<file path="src/rtl/param_pkg.sv">
// Shared sizing for the AR round-robin arbiter and its queue-side interface.
package param_pkg;

    function automatic int unsigned id_width(input int unsigned n);
        return (n > 1) ? $clog2(n) : 1;
    endfunction

    localparam int unsigned NUM_MASTERS     = 4;
    localparam int unsigned MASTER_ID_WIDTH = id_width(NUM_MASTERS);

    // Packed AR request layout: id|addr|len|size|burst|prot|snoop|domain
    localparam int unsigned AR_ID_WIDTH     = 4;
    localparam int unsigned AR_ADDR_WIDTH   = 32;
    localparam int unsigned AR_LEN_WIDTH    = 8;
    localparam int unsigned AR_SIZE_WIDTH   = 3;
    localparam int unsigned AR_BURST_WIDTH  = 2;
    localparam int unsigned AR_PROT_WIDTH   = 3;
    localparam int unsigned AR_SNOOP_WIDTH  = 4;
    localparam int unsigned AR_DOMAIN_WIDTH = 2;
    localparam int unsigned AR_Q_DATA_WIDTH = AR_ID_WIDTH + AR_ADDR_WIDTH + AR_LEN_WIDTH
                                            + AR_SIZE_WIDTH + AR_BURST_WIDTH + AR_PROT_WIDTH
                                            + AR_SNOOP_WIDTH + AR_DOMAIN_WIDTH;

    typedef enum logic [0:0] {
        StIdle = 1'b0,
        StHold = 1'b1
    } arb_state_e;

endpackage

</file>
<file path="src/rtl/ar_rr_arbiter_if.sv">
// Queue-side and downstream signals of the AR arbiter, seen from the arbiter (master).
interface ar_rr_arbiter_if #(
    parameter int unsigned NUM_MASTERS = param_pkg::NUM_MASTERS,
    parameter int unsigned REQ_WIDTH   = param_pkg::AR_Q_DATA_WIDTH
);
    import param_pkg::*;

    localparam int unsigned IdW = id_width(NUM_MASTERS);

    logic [NUM_MASTERS-1:0]           q_empty_i;
    logic [NUM_MASTERS*REQ_WIDTH-1:0] q_data_i;
    logic [NUM_MASTERS-1:0]           q_pop_o;
    logic                             req_valid_o;
    logic                             req_ready_i;
    logic [REQ_WIDTH-1:0]             req_data_o;
    logic [IdW-1:0]                   req_src_o;

    modport master (
        input  q_empty_i, q_data_i, req_ready_i,
        output q_pop_o, req_valid_o, req_data_o, req_src_o
    );

    modport slave (
        output q_empty_i, q_data_i, req_ready_i,
        input  q_pop_o, req_valid_o, req_data_o, req_src_o
    );

endinterface

</file>
<file path="src/rtl/rr_pick.sv">
// Rotating priority select: first set request at or above ptr_i, wrapping to 0.
module rr_pick #(
    parameter int unsigned NUM_MASTERS = param_pkg::NUM_MASTERS,
    parameter int unsigned IdW         = param_pkg::id_width(NUM_MASTERS)
) (
    input  logic [NUM_MASTERS-1:0] req_i,
    input  logic [IdW-1:0]         ptr_i,
    output logic                   grant_valid_o,
    output logic [IdW-1:0]         grant_idx_o
);
    import param_pkg::*;

    function automatic logic [IdW-1:0] wrap_add(input logic [IdW-1:0] p, input int unsigned off);
        int unsigned s;
        s = 32'(p) + off;
        return IdW'((s >= NUM_MASTERS) ? s - NUM_MASTERS : s);
    endfunction

    // Scan from the farthest offset down so the nearest requester is written last.
    always_comb begin
        grant_valid_o = 1'b0;
        grant_idx_o   = '0;
        for (int off = NUM_MASTERS - 1; off >= 0; off--) begin
            if (req_i[wrap_add(ptr_i, unsigned'(off))]) begin
                grant_valid_o = 1'b1;
                grant_idx_o   = wrap_add(ptr_i, unsigned'(off));
            end
        end
    end

endmodule

</file>
<file path="src/rtl/ar_rr_arbiter.sv">
// Round-robin arbiter draining NUM_MASTERS AR queues into one registered request slot.
module ar_rr_arbiter #(
    parameter int unsigned NUM_MASTERS = param_pkg::NUM_MASTERS,
    parameter int unsigned REQ_WIDTH   = param_pkg::AR_Q_DATA_WIDTH
) (
    input logic               clk,
    input logic               resetn,
    ar_rr_arbiter_if.master   bus
);
    import param_pkg::*;

    localparam int unsigned IdW = id_width(NUM_MASTERS);

    arb_state_e           state_q, state_d;
    logic [REQ_WIDTH-1:0] data_q, data_d;
    logic [IdW-1:0]       src_q, src_d;
    logic [IdW-1:0]       ptr_q, ptr_d;
    logic                 pick_valid;
    logic [IdW-1:0]       pick_idx;
    logic                 load_en;
    logic                 grant;

    rr_pick #(
        .NUM_MASTERS(NUM_MASTERS),
        .IdW        (IdW)
    ) u_pick (
        .req_i        (~bus.q_empty_i),
        .ptr_i        (ptr_q),
        .grant_valid_o(pick_valid),
        .grant_idx_o  (pick_idx)
    );

    always_comb begin
        load_en     = (state_q == StIdle) || bus.req_ready_i;
        // Gating with resetn keeps pops quiet while the block is held in reset.
        grant       = resetn && load_en && pick_valid;
        state_d     = state_q;
        data_d      = data_q;
        src_d       = src_q;
        ptr_d       = ptr_q;
        bus.q_pop_o = '0;
        if (grant) begin
            bus.q_pop_o[pick_idx] = 1'b1;
            state_d = StHold;
            data_d  = bus.q_data_i[int'(pick_idx) * REQ_WIDTH +: REQ_WIDTH];
            src_d   = pick_idx;
            ptr_d   = (pick_idx == IdW'(NUM_MASTERS - 1)) ? '0 : pick_idx + IdW'(1);
        end else if ((state_q == StHold) && bus.req_ready_i) begin
            state_d = StIdle;
        end
    end

    always_ff @(posedge clk) begin
        if (!resetn) begin
            state_q <= StIdle;
            data_q  <= '0;
            src_q   <= '0;
            ptr_q   <= '0;
        end else begin
            state_q <= state_d;
            data_q  <= data_d;
            src_q   <= src_d;
            ptr_q   <= ptr_d;
        end
    end

    assign bus.req_valid_o = (state_q == StHold);
    assign bus.req_data_o  = data_q;
    assign bus.req_src_o   = src_q;

endmodule

</file>
<file path="src/flat_wrapper.sv">
// flat-port wrapper written by rule: the top's interface ports become plain ports
module ar_rr_arbiter_flat import param_pkg::*;
#(
    parameter int unsigned NUM_MASTERS = param_pkg::NUM_MASTERS,
    parameter int unsigned REQ_WIDTH   = param_pkg::AR_Q_DATA_WIDTH
)
  (clk, resetn, bus_q_empty_i, bus_q_data_i, bus_req_ready_i, bus_q_pop_o, bus_req_valid_o, bus_req_data_o, bus_req_src_o);
  ar_rr_arbiter_if #(.NUM_MASTERS(NUM_MASTERS), .REQ_WIDTH(REQ_WIDTH)) bus_i ();
  input logic clk;
  input logic resetn;
  input wire logic [$bits(bus_i.q_empty_i)-1:0] bus_q_empty_i;
  input wire logic [$bits(bus_i.q_data_i)-1:0] bus_q_data_i;
  input wire logic [$bits(bus_i.req_ready_i)-1:0] bus_req_ready_i;
  output wire logic [$bits(bus_i.q_pop_o)-1:0] bus_q_pop_o;
  output wire logic [$bits(bus_i.req_valid_o)-1:0] bus_req_valid_o;
  output wire logic [$bits(bus_i.req_data_o)-1:0] bus_req_data_o;
  output wire logic [$bits(bus_i.req_src_o)-1:0] bus_req_src_o;
  assign bus_i.q_empty_i = bus_q_empty_i;
  assign bus_i.q_data_i = bus_q_data_i;
  assign bus_i.req_ready_i = bus_req_ready_i;
  assign bus_q_pop_o = bus_i.q_pop_o;
  assign bus_req_valid_o = bus_i.req_valid_o;
  assign bus_req_data_o = bus_i.req_data_o;
  assign bus_req_src_o = bus_i.req_src_o;
  ar_rr_arbiter #(.NUM_MASTERS(NUM_MASTERS), .REQ_WIDTH(REQ_WIDTH)) u_core (.clk(clk), .resetn(resetn), .bus(bus_i));
endmodule
</file>
<file path="config.mk">
export PLATFORM = sky130hd
export DESIGN_NAME = ar_rr_arbiter_flat
export DESIGN_NICKNAME = d
export VERILOG_FILES = /design/src/rtl/param_pkg.sv /design/src/rtl/ar_rr_arbiter_if.sv /design/src/rtl/rr_pick.sv /design/src/rtl/ar_rr_arbiter.sv /design/src/flat_wrapper.sv
export SDC_FILE = /design/constraint.sdc
export NUM_CORES = 1
export LEC_CHECK = 0
export ABC_AREA = 1
export ABC_CLOCK_PERIOD_IN_PS = 5700
export CAP_MARGIN = 20
export CORE_AREA = 2 2 117 119
export CTS_BUF_LIST = sky130_fd_sc_hd__clkbuf_16
export DETAILED_ROUTE_END_ITERATION = 16
export DIE_AREA = 0 0 119 121
export GPL_TIMING_DRIVEN = 0
export HOLD_SLACK_MARGIN = 0.1
export PLACE_DENSITY = 0.79
export SYNTH_ARGS = -nofsm -noshare
export SYNTH_HDL_FRONTEND = slang
export SYNTH_SLANG_ARGS = --single-unit
</file>
<file path="constraint.sdc">
create_clock -name clk -period 5.7 [get_ports clk]
set_input_delay 1.425 -clock clk [delete_from_list [all_inputs] [get_ports clk]]
set_output_delay 1.425 -clock clk [all_outputs]
set_load 0.005 [all_outputs]
</file>
Yosys cells after proc, flatten, opt, wreduce, memory -nomap -nowiden
Cells that the tools add are included.
{"block": "totals", "in_bits": 239, "ff_bits": 63, "word_cells": 59, "output_inout_bits": 65}
{"block": "op_classes", "addsub": 8, "muxes": 26, "n_eq_ne": 1, "bitwise": 2, "shifts": 1, "multipliers": 1, "reduce_logical": 6, "order_cmp": 10}
{"op": "$shiftx A232 B9 Y58", "count": 1}
{"op": "$mux W2", "count": 9}
{"op": "$lt A2 B3 Y1 const B", "count": 5}
{"op": "$mux W1", "count": 11}
{"op": "$ge A3 B3 Y1 const B", "count": 3}
{"op": "$bmux W1 S2", "count": 4}
{"op": "$sub A2 B1 Y2 const B", "count": 4}
{"op": "$mul A2 B5 Y7 const B", "count": 1}
{"op": "$add A2 B2 Y3 const B", "count": 2}
{"op": "$logic_and A1 B1 Y1", "count": 4}
{"op": "$mux W4", "count": 1}
{"op": "$not A4 Y4", "count": 1}
{"op": "$add A2 B1 Y3 const B", "count": 1}
{"op": "$ge A2 B3 Y1 const B", "count": 1}
{"op": "$add A2 B1 Y2 const B", "count": 1}
{"op": "$demux W1 S2", "count": 1}
{"op": "$eq A2 B2 Y1 const B", "count": 1}
{"op": "$ge A2 B1 Y1 const B", "count": 1}
{"op": "$reduce_bool A2 Y1", "count": 1}
{"op": "$logic_or A1 B1 Y1", "count": 1}
{"op": "$not A1 Y1", "count": 1}

Logic depth before layout (Yosys ltp)
{"block": "depth", "word_depth": 14, "depth_mapped": 18, "depth_no_buf": 16}

Hierarchy
A second synthesis with hierarchy kept.
{"block": "unflattened", "cells_unflattened": 926, "hier_area_um2": 4794.6}
{"module": "ar_rr_arbiter", "seq_area_each_um2": 1261.2, "area_per_inst_um2": 4581.9, "n_inst": 1, "cells_per_inst": 880}
{"module": "rr_pick", "seq_area_each_um2": 0.0, "area_per_inst_um2": 212.7, "n_inst": 1, "cells_per_inst": 46}

Worst setup path before layout
OpenSTA, ideal clock, no wires.
{"block": "synth_path", "path_type": "input-to-output", "from": "in resetn", "to": "out bus_q_pop_o[0]", "setup_slack_ns": 1.799, "path_stages": 8, "t_arrival_ns": 2.476, "path_buffers": 2, "path_cell_list": "clkbuf_1 inv_1 nor2_1 nand2_1 inv_2 buf_2 nand2_1 nor2_1"}
{"block": "synth_between", "elab_chain_cells": 3}
{"element": "start, declared", "line": "flat_wrapper.sv:10", "rtl": "input logic resetn;"}
{"element": "$logic_and A1 B1 Y1 (2 in series)", "line": "ar_rr_arbiter.sv:36", "rtl": "grant = resetn && load_en && pick_valid;"}
{"element": "$mux W4", "line": "ar_rr_arbiter.sv:42", "rtl": "if (grant) begin"}
{"element": "end, declared", "line": "flat_wrapper.sv:14", "rtl": "output wire logic [$bits(bus_i.q_pop_o)-1:0] bus_q_pop_o;"}
Every way passes these cells.

Worst setup path in the final report
{"block": "layout_path", "from": "in bus_q_empty_i[3]", "to": "out bus_q_pop_o[0]"}
{"block": "layout_between", "elab_chain_cells": 12, "word_cells_on_any_way": 24, "classes_between": "2 x order compare; 19 x mux; 1 x bitwise; 2 x reduce/logical"}
{"element": "start, declared", "line": "flat_wrapper.sv:11", "rtl": "input wire logic [$bits(bus_i.q_empty_i)-1:0] bus_q_empty_i;"}
{"element": "$not A4 Y4 (*)", "line": "ar_rr_arbiter.sv:27", "rtl": ".req_i (~bus.q_empty_i),"}
{"element": "$bmux W1 S2", "line": "rr_pick.sv:24", "rtl": "if (req_i[wrap_add(ptr_i, unsigned'(off))]) begin"}
{"element": "$mux W1 (implied by the code)", "line": "rr_pick.sv:24"}
{"element": "$mux W2 (4 in series)", "line": "rr_pick.sv:24"}
{"element": "$lt A2 B3 Y1 (implied by the code) or $ge A2 B1 Y1 (tied branches)", "line": "ar_rr_arbiter.sv:43", "rtl": "bus.q_pop_o[pick_idx] = 1'b1;"}
{"element": "$logic_and A1 B1 Y1 (implied by the code)", "line": "ar_rr_arbiter.sv:43"}
{"element": "$mux W1 (implied by the code)", "line": "ar_rr_arbiter.sv:43"}
{"element": "$demux W1 S2"}
{"element": "$mux W4 (*)", "line": "ar_rr_arbiter.sv:42"}
Mark *: on every way between the ends. The rest lies on a longest branch, timed or not. The select of a mux whose other input is x is not followed.

==> results.toml <==
[status]
status = "finished, final reports clean"

[placed_design]
dp_hpwl_um = 15800
dp_cells = 1232
dp_slack_ns = 0.392
place.gp.congestion = 0.910
port_buffers = 302

[floorplanning]
rows = 42
dieArea_mm2 = 0.0144
start_util = 0.351
die_h_um = 121
core_area_mm2 = 0.0131
die_w_um = 119
io_pins = 304

[clock_network]
cts_resized = 0
clock_latency_ns = 0.33
cts_buffers = 9
ctsLongestPathBuffers = 2
post-cts-setup-buffers = 0
cts_tree = "done"
clockRootBuffer = "clkbuf_16"
cts_htree_levels = 3
cts_hold_buf = 0
clkSinkCount = 63
clk_pin_slew_worst_paths_ns = 0.05

[routing]
ant_nets = 0
viasPerCell = 5.18
wl_per_cell_um = 16.4
vias = 6463
drc = 0
first_pass_iters = 5
wirelength_um = 20500
drtIter0Drc = 434

[timing]
slew-limit-headroom = 0.594
whs_ns = 0.468
skew_ns = 0.00681
timing.setup.tns_ns = 0
finalCriticalPeriod_ns = 5.37
setup_viol = 0
worst_pin_slew_ns = 0.609
worst_slack_ns = 0.333
fmax_ghz = 0.186
finalHoldViolCount = 0
slew_violations = 0
grt_setup_unrepaired = "false"
timing.final.crit_share = 0.942

[finish]
n_antenna_cell = 0
regArea_mm2 = 0.00126
fin_cells = 1247
area_growth_pct = 76.6
multiInputGateArea_mm2 = 0.00282
nNetsFinal = 1306
fillers = 1240
drive_gt1_frac = 0.0915

[synth]
synth_area_leaders = "nand3_1 36%, dfxtp_1 27%, nand2_1 17%"
synth_ff_type = "dfxtp_1"
yosys.area.top_type_share = 0.365
async_flop_share = 0
synth_edf_count = 0
syn-instance-count = 754
syn_area_mm2 = 0.00460
seq_area_frac_synth = 0.274
yosysUniqueCellTypes = 20
synth_top_cells_by_count = "335 x nand3_1, 212 x nand2_1, 63 x dfxtp_1"
synth_most_common_cell = "nand3_1"
synthesis.nets = 993
ys_seq_elements = 63
yosysTopAreaCell = "nand3_1"
syn_avg_cell_area_um2 = 6.10
synth_warnings = 0

[worst_setup_path]
path_delay_family = "buffers and inverters"
crit_buf_inv = 5
slowest_delay_ns = 0.54
path_max_fanout = 10
start_kind = "primary input"
slowest_stage = "clkdlybuf4s50_1"
setup.worst_path.end_class = "output pin"
path_cells = "clkdlybuf4s50_1 -> inv_1 -> nand2_1 -> nand2_1 -> nand2_2 -> nand4_1 -> nand2_1 -> inv_2 -> buf_2 -> nand2_1 -> nor2_1 -> clkdlybuf4s50_1"
required_ns = 4.28
cp_common_cell = "nand2_1"
arrival_ns = 3.94
worstSetupPathType = "primary input to output pin"

[power]
leakage_nw = 3.65
power_frac_seq = 0.152
p_per_area_mw_per_mm2 = 594
net-switching-power_mw = 2.42
comb_power_share = 0.738
power_mw = 4.82
peakVddDrop_mv = 0.252
power.share.switching = 0.502
clockPowerShare = 0.110
internal_power_mw = 2.40

[global_routing]
grt_use_total = 0.279
grt_pass1_wl_um = 31900
grt_overflow_total = 0
antenna_found_initial = 0
grt_max_degree = 11
grt_pass1_vias = 6119

[hold_path]
min_path_type = "flip-flop to flip-flop"

[job]
drv_cap = 0
==> routing by layer <==
metal / vias to the layer above / part of all wire / GRT usage
met1: 2944 / 0.41 / 0.332
met4: 0 / 0.029 / 0.103
met2: 294 / 0.49 / 0.490
met3: 50 / 0.078 / 0.0625
li1: 3175 / - / -
met5: - / 0 / 0
==> worst register-to-register path: cells and delay by family, from the launching register on <==
family,cells,cell delay (ns)
buffers and inverters,5,1.10
AND/OR/NAND/NOR,8,0.94
flip-flops,1,0.32
==> cell families (layout without fill, tap and decap cells) <==
family          Yosys count  count (layout)  synth area share
compound gates            5               5           0.00599
buf+inv                 100             417             0.111
flops                    63              63             0.274
simple gates            586             586             0.608
==> placed cells by master (no fill, tap or decap) <==
cell type | synthesis | final
buf_2 | 37 | 37
o21ai_0 | 3 | 3
nand2_4 | 2 | 2
nand2_1 | 212 | 212
dfxtp_1 | 63 | 63
nand4_1 | 2 | 2
nand2_2 | 9 | 9
clkinv_2 | 0 | 3
inv_2 | 4 | 4
a21oi_1 | 1 | 1
inv_1 | 25 | 25
buf_1 | 3 | 3
clkinv_1 | 0 | 2
buf_4 | 1 | 1
clkbuf_1 | 19 | 19
nand3_1 | 335 | 335
clkbuf_16 | 0 | 9
o31ai_1 | 1 | 1
nand3_2 | 21 | 21
buf_8 | 1 | 1
bufinv_16 | 0 | 1
buf_6 | 10 | 10
clkdlybuf4s50_1 | 0 | 302
and2_1 | 1 | 1
nor2_1 | 4 | 4
==> cell type report <==
| cell class | count | share of cell area |
|---|---|---|
| Clock inverter | 6 | 0.00647 |
| Sequential cell | 63 | 0.155 |
| Multi-Input combinational cell | 591 | 0.348 |
| Tap cell | 176 | 0.0271 |
| Buffer | 71 | 0.0496 |
| Timing Repair Buffer | 302 | 0.372 |
| Inverter | 29 | 0.0134 |
| Clock buffer | 9 | 0.0277 |
==> final timing paths <==
kind / from / endpoint / slack, ns / cells past startpoint
max: bus_q_empty_i[3] / bus_q_pop_o[0] / 0.33 / 12
min: u_core.bus.req_data_o[15] / u_core.bus.req_data_o[15] / 0.47 / 2
max reg2reg: u_core.ptr_q[0] / u_core.bus.req_data_o[53] / 3.30 / 13
min reg2reg: u_core.bus.req_data_o[15] / u_core.bus.req_data_o[15] / 0.47 / 2
==> metrics by stage <==
step | util | instance area (um^2)
3_3_place_gp | 0.599 | 7840
6_report | 0.620 | 8120
2_1_floorplan | - | 4600
5_1_grt | 0.620 | 8120
3_5_place_dp | 0.599 | 7840
4_1_cts | 0.620 | 8120
==> state kept, by name, summed over array words and instances (netlist names) <==
register / count
u_core.bus.req_data_o: 58
u_core.bus.req_src_o: 2
u_core.ptr_q: 2
u_core.bus.req_valid_o: 1
==> power by group through the flow <==
stage	sequential, mW	combinational, mW	clock, mW
6_report	0.734	3.56	0.528
5_1_grt	0.757	3.94	0.551
4_1_cts	0.733	3.56	0.534
3_5_place_dp	0.741	3.54	0
3_3_place_gp	0.735	3.51	0
2_1_floorplan	0.747	2.26	0
No activity file was read; power rests on OpenSTA's default activity.
